## src/rtl/uart_pkg.sv

```systemverilog
// rtl/uart_pkg.sv - shared types and constants for the parametrised UART receiver
package uart_pkg;

    typedef enum logic [2:0] {
        IDLE,
        START,
        DATA,
        PARITY,
        STOP1,
        STOP2
    } rx_state_e;

    localparam int PARITY_NONE = 0;
    localparam int PARITY_EVEN = 1;
    localparam int PARITY_ODD  = 2;

    localparam logic [3:0] SAMPLE_A = 4'd7;
    localparam logic [3:0] SAMPLE_B = 4'd8;
    localparam logic [3:0] SAMPLE_C = 4'd9;
    localparam logic [3:0] BIT_END  = 4'd15;

    // FIFO word layout: {brk, ferr, perr, data[DATA_BITS-1:0]}
    localparam int WORD_DATA_LSB = 0;

    function automatic int word_perr_bit(input int data_bits);
        return data_bits;
    endfunction

    function automatic int word_ferr_bit(input int data_bits);
        return data_bits + 1;
    endfunction

    function automatic int word_brk_bit(input int data_bits);
        return data_bits + 2;
    endfunction

    function automatic int word_width(input int data_bits);
        return data_bits + 3;
    endfunction

    function automatic logic majority3(input logic a, input logic b, input logic c);
        return (a & b) | (a & c) | (b & c);
    endfunction

endpackage

```

## src/rtl/uart_rx_fifo.sv

```systemverilog
// rtl/uart_rx_fifo.sv - generic synchronous first-word-fall-through FIFO
module uart_rx_fifo #(
    parameter int WIDTH = 11,
    parameter int DEPTH = 4
) (
    input  logic                     clk,
    input  logic                     rst,
    input  logic                     push,
    input  logic                     pop,
    input  logic [WIDTH-1:0]         wdata,
    output logic [WIDTH-1:0]         rdata,
    output logic                     full,
    output logic                     empty,
    output logic [$clog2(DEPTH):0]   count
);

    localparam int AW = $clog2(DEPTH);
    localparam logic [AW:0]   CNT_ONE  = 1;
    localparam logic [AW:0]   FULL_CNT = (AW+1)'(DEPTH);
    localparam logic [AW-1:0] PTR_ONE  = 1;

    logic [WIDTH-1:0] mem [DEPTH];
    logic [AW-1:0]    wr_ptr;
    logic [AW-1:0]    rd_ptr;
    logic             do_push;
    logic             do_pop;

    assign full    = (count == FULL_CNT);
    assign empty   = (count == '0);
    assign rdata   = mem[rd_ptr];
    // A pop frees the slot first, so a push into a full FIFO still lands.
    assign do_pop  = pop & ~empty;
    assign do_push = push & (~full | do_pop);

    always_ff @(posedge clk) begin
        if (do_push) begin
            mem[wr_ptr] <= wdata;
        end
    end

    always_ff @(posedge clk or posedge rst) begin
        if (rst) begin
            wr_ptr <= '0;
            rd_ptr <= '0;
            count  <= '0;
        end else begin
            if (do_push) begin
                wr_ptr <= wr_ptr + PTR_ONE;
            end
            if (do_pop) begin
                rd_ptr <= rd_ptr + PTR_ONE;
            end
            case ({do_push, do_pop})
                2'b10:   count <= count + CNT_ONE;
                2'b01:   count <= count - CNT_ONE;
                default: ;
            endcase
        end
    end

endmodule

```

## src/rtl/uart_rx_param.sv

```systemverilog
// rtl/uart_rx_param.sv - 16x-oversampled UART receiver with configurable frame format and FWFT FIFO
module uart_rx_param
    import uart_pkg::*;
#(
    parameter int DATA_BITS   = 8,
    parameter int PARITY_MODE = 1,
    parameter int STOP_BITS   = 1,
    parameter int LSB_FIRST   = 1,
    parameter int FIFO_DEPTH  = 4
) (
    input  logic                          clk16x,
    input  logic                          rst,
    input  logic                          rxd,
    input  logic                          rd_en,
    input  logic                          clr_overrun,
    output logic [DATA_BITS-1:0]          dout,
    output logic                          dout_valid,
    output logic                          dout_perr,
    output logic                          dout_ferr,
    output logic                          dout_brk,
    output logic [$clog2(FIFO_DEPTH):0]   fifo_count,
    output logic                          overrun,
    output logic                          busy
);

    localparam int WORD_W   = word_width(DATA_BITS);
    localparam int PERR_BIT = word_perr_bit(DATA_BITS);
    localparam int FERR_BIT = word_ferr_bit(DATA_BITS);
    localparam int BRK_BIT  = word_brk_bit(DATA_BITS);
    localparam logic [3:0] LAST_BIT = 4'(DATA_BITS - 1);

    rx_state_e state;
    rx_state_e next_state;

    logic                 rxd_m;
    logic                 rxd_s;
    logic                 rxd_s_d;
    logic [3:0]           tick;
    logic [3:0]           bit_cnt;
    logic                 samp_a;
    logic                 samp_b;
    logic [DATA_BITS-1:0] shreg;
    logic [DATA_BITS-1:0] shift_in;
    logic                 par_acc;
    logic                 perr_r;
    logic                 ferr_r;
    logic                 brk_r;
    logic                 brk_wait;
    logic                 push_q;
    logic [WORD_W-1:0]    word_q;
    logic [WORD_W-1:0]    head;
    logic                 fifo_full;
    logic                 fifo_empty;
    logic                 maj;
    logic                 at_decide;
    logic                 at_end;
    logic                 start_edge;
    logic                 frame_done;
    logic                 ferr_now;
    logic                 brk_now;
    logic                 drop;

    assign maj        = majority3(samp_a, samp_b, rxd_s);
    assign at_decide  = (tick == SAMPLE_C);
    assign at_end     = (tick == BIT_END);
    assign start_edge = rxd_s_d & ~rxd_s & ~brk_wait;
    assign busy       = (state != IDLE);

    always_ff @(posedge clk16x or posedge rst) begin
        if (rst) begin
            state <= IDLE;
        end else begin
            state <= next_state;
        end
    end

    // The last stop bit returns to IDLE at its decision tick, leaving half a bit
    // of margin to catch a back-to-back start edge.
    always_comb begin
        next_state = state;
        frame_done = 1'b0;
        case (state)
            IDLE:   if (start_edge) next_state = START;
            START:  begin
                if (at_decide && maj) next_state = IDLE;
                else if (at_end)      next_state = DATA;
            end
            DATA:   if (at_end && bit_cnt == LAST_BIT) begin
                next_state = (PARITY_MODE != PARITY_NONE) ? PARITY : STOP1;
            end
            PARITY: if (at_end) next_state = STOP1;
            STOP1:  begin
                if (STOP_BITS == 2) begin
                    if (at_end) next_state = STOP2;
                end else if (at_decide) begin
                    next_state = IDLE;
                    frame_done = 1'b1;
                end
            end
            STOP2:  if (at_decide) begin
                next_state = IDLE;
                frame_done = 1'b1;
            end
            default: next_state = IDLE;
        endcase
    end

    always_comb begin
        shift_in = shreg;
        if (LSB_FIRST != 0) shift_in = {maj, shreg[DATA_BITS-1:1]};
        else                shift_in = {shreg[DATA_BITS-2:0], maj};
        if (state == STOP2) begin
            ferr_now = ferr_r | ~maj;
            brk_now  = brk_r;
        end else begin
            ferr_now = ~maj;
            brk_now  = ~maj & ~|shreg;
        end
    end

    always_ff @(posedge clk16x or posedge rst) begin
        if (rst) begin
            rxd_m    <= 1'b1;
            rxd_s    <= 1'b1;
            rxd_s_d  <= 1'b1;
            tick     <= '0;
            bit_cnt  <= '0;
            samp_a   <= 1'b1;
            samp_b   <= 1'b1;
            shreg    <= '0;
            par_acc  <= 1'b0;
            perr_r   <= 1'b0;
            ferr_r   <= 1'b0;
            brk_r    <= 1'b0;
            brk_wait <= 1'b0;
            push_q   <= 1'b0;
            word_q   <= '0;
        end else begin
            rxd_m   <= rxd;
            rxd_s   <= rxd_m;
            rxd_s_d <= rxd_s;
            push_q  <= frame_done;
            tick    <= (state == IDLE) ? 4'd0 : tick + 4'd1;
            if (tick == SAMPLE_A) samp_a <= rxd_s;
            if (tick == SAMPLE_B) samp_b <= rxd_s;
            case (state)
                IDLE: begin
                    bit_cnt <= '0;
                    par_acc <= 1'b0;
                    perr_r  <= 1'b0;
                    if (rxd_s) brk_wait <= 1'b0;
                end
                DATA: begin
                    if (at_decide) begin
                        shreg   <= shift_in;
                        par_acc <= par_acc ^ maj;
                    end
                    if (at_end) bit_cnt <= bit_cnt + 4'd1;
                end
                PARITY: if (at_decide) begin
                    perr_r <= ((par_acc ^ maj) != (PARITY_MODE == PARITY_ODD));
                end
                STOP1: if (at_decide) begin
                    ferr_r <= ~maj;
                    brk_r  <= ~maj & ~|shreg;
                end
                default: ;
            endcase
            if (frame_done) begin
                word_q   <= {brk_now, ferr_now, perr_r, shreg};
                brk_wait <= brk_now;
            end
        end
    end

    uart_rx_fifo #(
        .WIDTH (WORD_W),
        .DEPTH (FIFO_DEPTH)
    ) u_fifo (
        .clk   (clk16x),
        .rst   (rst),
        .push  (push_q),
        .pop   (rd_en),
        .wdata (word_q),
        .rdata (head),
        .full  (fifo_full),
        .empty (fifo_empty),
        .count (fifo_count)
    );

    // A read in the same cycle makes room, so only an unread full FIFO drops.
    assign drop = push_q & fifo_full & ~rd_en;

    always_ff @(posedge clk16x or posedge rst) begin
        if (rst) begin
            overrun <= 1'b0;
        end else if (drop) begin
            overrun <= 1'b1;
        end else if (clr_overrun) begin
            overrun <= 1'b0;
        end
    end

    assign dout_valid = ~fifo_empty;
    assign dout       = dout_valid ? head[WORD_DATA_LSB +: DATA_BITS] : '0;
    assign dout_perr  = dout_valid & head[PERR_BIT];
    assign dout_ferr  = dout_valid & head[FERR_BIT];
    assign dout_brk   = dout_valid & head[BRK_BIT];

endmodule
```

## config.mk

```make
export PLATFORM = sky130hd
export DESIGN_NAME = uart_rx_param
export DESIGN_NICKNAME = d
export VERILOG_FILES = /design/src/rtl/uart_pkg.sv /design/src/rtl/uart_rx_fifo.sv /design/src/rtl/uart_rx_param.sv
export SDC_FILE = /design/constraint.sdc
export NUM_CORES = 1
export LEC_CHECK = 0
export CAP_MARGIN = 20
export CELL_PAD_IN_SITES_DETAIL_PLACEMENT = 0
export CELL_PAD_IN_SITES_GLOBAL_PLACEMENT = 1
export CORE_ASPECT_RATIO = 0.5
export CORE_MARGIN = 2
export CORE_UTILIZATION = 45
export CTS_BUF_LIST = sky130_fd_sc_hd__clkbuf_4 sky130_fd_sc_hd__clkbuf_8 sky130_fd_sc_hd__clkbuf_16
export CTS_CLUSTER_DIAMETER = 30
export DETAILED_ROUTE_END_ITERATION = 10
export GPL_ROUTABILITY_DRIVEN = 0
export PLACE_DENSITY = 0.69
export SYNTH_ARGS = -nofsm -noshare
export SYNTH_HDL_FRONTEND = slang
export SYNTH_SLANG_ARGS = --single-unit
```

## constraint.sdc

```tcl
create_clock -name clk16x -period 4 [get_ports clk16x]
set_input_delay 0.4 -clock clk16x [delete_from_list [all_inputs] [get_ports clk16x]]
set_output_delay 0.4 -clock clk16x [all_outputs]
set_load 0.01 [all_outputs]
```

==> results.txt, run 1 <==
----------------------------------------------------
[Route]
  Remaining DRCs ... 0
  Antenna-violating nets left ... 0
  Starting DRT DRC Count ... 107
  Wire per inst ... 16.3 microns
  Total Routed Length ... 6.60 mm
  Via density per instance ... 5.18
  Total number of vias ... 2105
  Iteration count of the initial detailed-routing pass ... 4

[Worst setup path]
  Depth of the critical timing path with buffers and inverters included ... 3
  Worst Path Class, Setup ... reg2out
  Cell family with most CP delay ... flip-flops
  Endpoint type of the worst setup path ... output pin
  Required arrival time at the worst endpoint ... 3.60 ns
  R2R Path Start ... u_fifo.count[0]$_DFFE_PP0P_
  Slowest cell on the critical path ... dfrtp_1
  Buf/Inv on CP ... 1
  Cell breakdown of the critical path ... mux4_2 > and2_1 > clkdlybuf4s50_1
  Length in cells of the worst reg-to-reg path ... 9
  Largest stage delay on the critical path ... 0.84 ns
  Max Fanout on Critical Path ... 13
  Setup crit start ... u_fifo.rd_ptr[0]$_DFFE_PP0P_
  RR Endpoint ... u_fifo.count[2]$_DFFE_PP0P_
  Register-to-register path setup slack ... 1.74 ns
  CP startpoint kind ... register
  CP Data Arrival Time ... 2.42 ns

[Flow run]
  Maxcap violations ... 0

[Logic synthesis]
  Post-synthesis share of cell area spent on xor and xnor gates ... 0.0222
  Proportion of synthesized chip area in sequential cells ... 0.648
  Area of the mapped netlist ... 0.00394 sq mm
  Yosys warning total ... 0
  Mapped Cells ... 260
  Post-synth EDFFs ... 44
  Simple-gate area share of the yosys netlist ... 0.0940
  Post-synthesis async set-or-reset flop share ... 0.527
  Area share of the largest cell type after synthesis ... 0.335
  Average instance area after synthesis ... 15.1 sq um
  Top cell types by occurrence after synthesis ... dfrtp_1 (44), edfxtp_1 (44), mux2_1 (20)
  Syn_nets ... 275
  Dominant synthesized flop cell ... edfxtp_1
  Synth Area in Compound Gates ... 0.0442
  Dominant cells by area after synthesis ... edfxtp_1 (34%), dfrtp_1 (28%), mux4_2 (6.3%)
  Combinational family with the most area after synthesis ... multiplexers
  Fraction of the mapped netlist area in adder cells ... 0.0362
  Number of distinct library cells after synthesis ... 53
  Cell taking the most area after synthesis ... edfxtp_1
  Seq cells post-synth ... 93
  Mux cell area share after synthesis ... 0.130

[Global routing]
  First-pass GRT wire length ... 11.0 mm
  Initial antenna violation count ... 0
  Overflow left after global routing ... 0
  Total track usage ... 0.156
  Vias in the first global route ... 2098
  Maximum number of pins on one net before global-route repair ... 50

[Power and ir drop]
  Pwr per Cell Area ... 592 mW/mm^2
  Overall power ... 0.00271 W
  LEAKAGE ... 1.79 nW
  Peak supply drop ... 0.000258 V

[Place]
  Number of I/O port buffers ... 21
  Dpl hpwl ... 4.42 mm
  Post-placement setup slack ... 1.33 ns
  Post-placement cell area ... 0.00425 sq mm

[Timing]
  Total count of hold-check failures in the final report ... 0
  Clock Skew ... 0.00552 ns
  Setup Viol. Count Final ... 0
  Setup repair after global routing missed its margin ... false
  Final Slew Violations ... 0
  Max_slew headroom ... 0.487
  Worst slew pin tran ... 0.769 ns
  Highest clock rate ... 0.354 GHz
  Final setup margin ... 1.18 ns
  Final critical-path required period ... 2.82 ns
  Final sum of negative setup slack ... 0 ns
  Period utilization ... 0.706

[Clocking]
  Number of sinks driven by the clock tree ... 93
  Post-CTS clock slew at the launch and capture registers of the worst setup and hold paths ... 0.06 ns
  Number of gates resized after CTS ... 0
  Clock root buffer ... clkbuf_16
  Clock latency of the later-clocked register in the worst-skew pair ... 0.34 ns
  Number of buffers inserted for hold repair after clock tree synthesis ... 0
  CTS tree ... done
  Total CTS buffers ... 9
  Max Buffers Root-to-Sink ... 2
  Setup Buffers After CTS ... 0
  Number of levels in the clock H-tree ... 3

[Finish]
  Layout cells sized above 1 ... 0.128
  Total non-filler cell area in the finished layout ... 0.00458 sq mm
  Layout overhead on the synthesized area ... 16.2%
  Fill cell instance count of the final layout ... 713
  Diode count ... 0
  Net count reported at finish ... 299

[Min path]
  Worst min-delay path class ... reg2reg
  Cell depth of the worst min-delay path ... 0
  Worst Hold Launch ... rxd_m$_DFF_PP1_
  Sink of the worst hold path ... rxd_s$_DFF_PP1_

[Die]
  Core region area ... 0.00859 sq mm
  Total I/O pin count ... 22
  Starting Density ... 0.459
  Die Outline Area ... 0.00956 sq mm
  Die H ... 70.2 microns
  Width of the die ... 136 microns
  Standard-cell row count ... 24

[Status]
  Status ... complete, no violations

----------------------------------------------------
-- cell usage in the layout, fill, tap and decap left out, types with 5 or more instances in the layout --
master           instances
dfrtp_1                 44
mux4_2                  11
mux2_1                  20
ha_1                     9
clkdlybuf4s50_1         21
nand3_1                  5
edfxtp_1                44
dfstp_2                  5
nor2_1                   7
nand2_1                 11
and2_1                  17
clkbuf_16                9
inv_1                   12
xor2_1                   6
-- worst register-to-register path, cell delays in order (launching register included) --
cell and delay, ns:
dfrtp_1 0.43, nor4b_1 0.46, nor2b_1 0.21, inv_1 0.09, ha_1 0.17, inv_1 0.06
fa_1 0.37, xor2_1 0.15, nor2_1 0.11, xor2_1 0.15
-- worst max path at each step --
stage / to / slack (ns)
2_1_floorplan: u_fifo.count[2]$_DFFE_PP0P_ / 1.92
3_3_place_gp: u_fifo.count[2]$_DFFE_PP0P_ / 1.41
3_5_place_dp: u_fifo.count[2]$_DFFE_PP0P_ / 1.33
4_1_cts: dout[4] / 1.11
5_1_grt: dout[4] / 1.01
6_report: dout[4] / 1.18
-- cell families after synthesis --
logic type / count (synthesis)
DFF: 93
and+or+nand+nor: 63
muxes: 35
AOI/OAI and AO/OA: 24
buffers and inverters: 24
adders and majority gates: 11
xor gates and xnor gates: 10
-- metrics by stage --
step / utilization / hold WS (ns) / instances
2_1_floorplan: - / 0.345 / 260
3_3_place_gp: 0.495 / 0.346 / 388
3_5_place_dp: 0.495 / 0.350 / 388
4_1_cts: 0.529 / 0.359 / 404
5_1_grt: 0.533 / 0.362 / 406
6_report: 0.533 / 0.357 / 406
-- state kept, by name, summed over array words and instances, names as in the netlist, 2 cells and up --
register and count:
u_fifo.wr_ptr 2, u_fifo.mem 44, word_q 11, bit_cnt 4, u_fifo.rd_ptr 2, u_fifo.count 3
state 3, tick 4, shreg 8
-- cell type report --
cell class / instances / area, sq um / share of cell area
Inverter: 14 / 52.6 / 0.0115
Timing Repair Buffer: 23 / 241 / 0.0528
Sequential cell: 93 / 2550 / 0.558
Clock buffer: 10 / 233 / 0.0508
Multi-Input combinational cell: 143 / 1290 / 0.281
Clock inverter: 6 / 62.6 / 0.0137
Tap cell: 117 / 146 / 0.0320
-- report_power, final --
group | internal (W) | switching (W) | leakage (nW)
Combinational | 0.000382 | 0.000261 | 0.661
Clock | 0.000490 | 0.000346 | 0.142
Sequential | 0.00107 | 0.000157 | 0.986
-- metal layers --
metal | vias to the layer above | GRT usage | share of wire
met4 | 0 | 0.0556 | 0.012
li1 | 1001 | - | -
met3 | 9 | 0.0523 | 0.047
met5 | - | 0 | 0
met2 | 34 | 0.233 | 0.45
met1 | 1061 | 0.214 | 0.49
No activity file was read; power rests on OpenSTA's default activity.
==> inputs of run 2 (changes only) <==
Clock period 4 ns to 2.7 ns, I/O delays scaled along.
==> results.txt, run 2 (synthesis results as in run 1) <==
----------------------------------------------------
[Clocking]
  Clock root buffer ... clkbuf_16
  Number of buffers inserted for hold repair after clock tree synthesis ... 0
  CTS tree ... done
  Max Buffers Root-to-Sink ... 2
  Number of gates resized after CTS ... 0
  Total CTS buffers ... 9
  Number of levels in the clock H-tree ... 3
  Post-CTS clock slew at the launch and capture registers of the worst setup and hold paths ... 0.07 ns
  Number of sinks driven by the clock tree ... 93
  Setup Buffers After CTS ... 0
  Clock latency of the later-clocked register in the worst-skew pair ... 0.33 ns

[Worst setup path]
  Endpoint type of the worst setup path ... output pin
  CP Data Arrival Time ... 2.10 ns
  Required arrival time at the worst endpoint ... 2.43 ns
  Max Fanout on Critical Path ... 13
  CP startpoint kind ... register
  Worst Path Class, Setup ... reg2out
  Cell breakdown of the critical path ... buf_4 > mux4_2 > and2_1 > clkdlybuf4s50_1
  Largest stage delay on the critical path ... 0.55 ns
  Slowest cell on the critical path ... mux4_2

[Global routing]
  Overflow left after global routing ... 0
  Total track usage ... 0.155
  Maximum number of pins on one net before global-route repair ... 26
  First-pass GRT wire length ... 11.0 mm
  Vias in the first global route ... 2159
  Initial antenna violation count ... 0

[Route]
  Via density per instance ... 5.06
  Starting DRT DRC Count ... 73
  Wire per inst ... 15.9 microns
  Remaining DRCs ... 0
  Iteration count of the initial detailed-routing pass ... 4
  Total Routed Length ... 6.51 mm
  Total number of vias ... 2074
  Antenna-violating nets left ... 0

[Finish]
  Most frequent cells in the layout ... dfrtp_1 (44), edfxtp_1 (44), clkdlybuf4s50_1 (21)
  Fill cell instance count of the final layout ... 702
  Net count reported at finish ... 303
  Footprint of the multi-input gates ... 0.00129 sq mm
  Flip-flop count of the largest register after layout ... 44
  Largest registers ... u_fifo.mem x44, word_q x11, shreg x8
  Most flop-heavy register ... u_fifo.mem
  Diode count ... 0
  Layout overhead on the synthesized area ... 16.7%
  Layout cells sized above 1 ... 0.147
  Storage cell area ... 0.00255 sq mm

[Die]
  Starting Density ... 0.459
  Core region area ... 0.00859 sq mm
  Standard-cell row count ... 24
  Die H ... 70.2 microns
  Die Outline Area ... 0.00956 sq mm
  Width of the die ... 136 microns
  Total I/O pin count ... 22

[Place]
  Post-placement setup slack ... 0.264 ns
  Dpl hpwl ... 4.39 mm
  Number of I/O port buffers ... 21

[Timing]
  Highest clock rate ... 0.421 GHz
  Final Slew Violations ... 0
  Worst slew pin tran ... 0.621 ns
  Period utilization ... 0.879
  Max_slew headroom ... 0.586
  Final setup margin ... 0.327 ns
  Total count of hold-check failures in the final report ... 0
  Clock Skew ... 0.00687 ns
  Final critical-path required period ... 2.37 ns
  Final sum of negative setup slack ... 0 ns
  Setup Viol. Count Final ... 0
  Setup repair after global routing missed its margin ... false

[Power and ir drop]
  Power share of the clock group ... 0.310
  LEAKAGE ... 1.81 nW
  Internal power consumption ... 0.00291 W
  Pwr per Cell Area ... 881 mW/mm^2
  Net load switching power ... 0.00114 W
  Combinational cell fraction of total power ... 0.253
  Peak supply drop ... 0.000426 V
  Proportion of total power due to net switching ... 0.282
  Sequential group share of total power ... 0.436

[Flow run]
  Maxcap violations ... 0

[Status]
  Status ... complete, no violations

[Min path]
  Worst min-delay path class ... in2async

----------------------------------------------------
-- run 2: area by class of cell --
type,instances,area share
well taps,117,0.0318
repair buffers,27,0.0555
multi-input cells,143,0.280
flip-flops and latches,93,0.556
inverters,14,0.0114
clock inverters,6,0.0150
clock buffers,10,0.0506
-- run 2: power groups by stage --
stage | sequential, W | combinational [W] | clock (W)
3_5_place_dp | 0.00180 | 0.00104 | 0
4_1_cts | 0.00177 | 0.00105 | 0.00128
3_3_place_gp | 0.00179 | 0.00102 | 0
5_1_grt | 0.00179 | 0.00114 | 0.00135
6_report | 0.00177 | 0.00103 | 0.00126
2_1_floorplan | 0.00170 | 0.000707 | 0
-- run 2: metrics by stage --
| step | cells | util | instance area (sq um) | total power (W) | hold slack (ns) |
|---|---|---|---|---|---|
| after floorplan | 260 | - | 3940 | 0.00241 | 0.274 |
| after global placement | 394 | 0.500 | 4300 | 0.00281 | 0.346 |
| after detailed placement | 394 | 0.500 | 4300 | 0.00284 | 0.348 |
| after CTS | 410 | 0.535 | 4600 | 0.00410 | 0.316 |
| after global routing | 410 | 0.535 | 4600 | 0.00428 | 0.340 |
| final | 410 | 0.535 | 4600 | 0.00405 | 0.297 |
-- run 2: worst paths after layout --
path,from,to,slack (ns),cells past startpoint
setup / recovery,u_fifo.rd_ptr[0]$_DFFE_PP0P_,dout[4],0.33,4
hold / removal,rst,u_fifo.wr_ptr[0]$_DFFE_PP0P_,0.30,2
min in group clk16x,rxd,rxd_m$_DFF_PP1_,0.34,1
max in group asynchronous,rst,rxd_m$_DFF_PP1_,1.75,3
hold reg to reg,rxd_m$_DFF_PP1_,rxd_s$_DFF_PP1_,0.36,0
setup reg to reg,u_fifo.count[0]$_DFFE_PP0P_,u_fifo.count[2]$_DFFE_PP0P_,0.50,9
-- run 2: critical path: cells and delay by family, from the launching register on --
family / cells / cell delay, ns
muxes: 1 / 0.55
DFF: 1 / 0.32
and+or+nand+nor: 1 / 0.17
buffers and inverters: 2 / 0.73
-- run 2: per-layer routing --
layer	global-route usage	wire, microns	up-vias	part of all wire
met5	0	0	-	0
met1	0.213	3330	1035	0.51
met4	0.0417	66	0	0.010
li1	-	-	1009	-
met2	0.238	2950	22	0.45
met3	0.0523	168	8	0.026
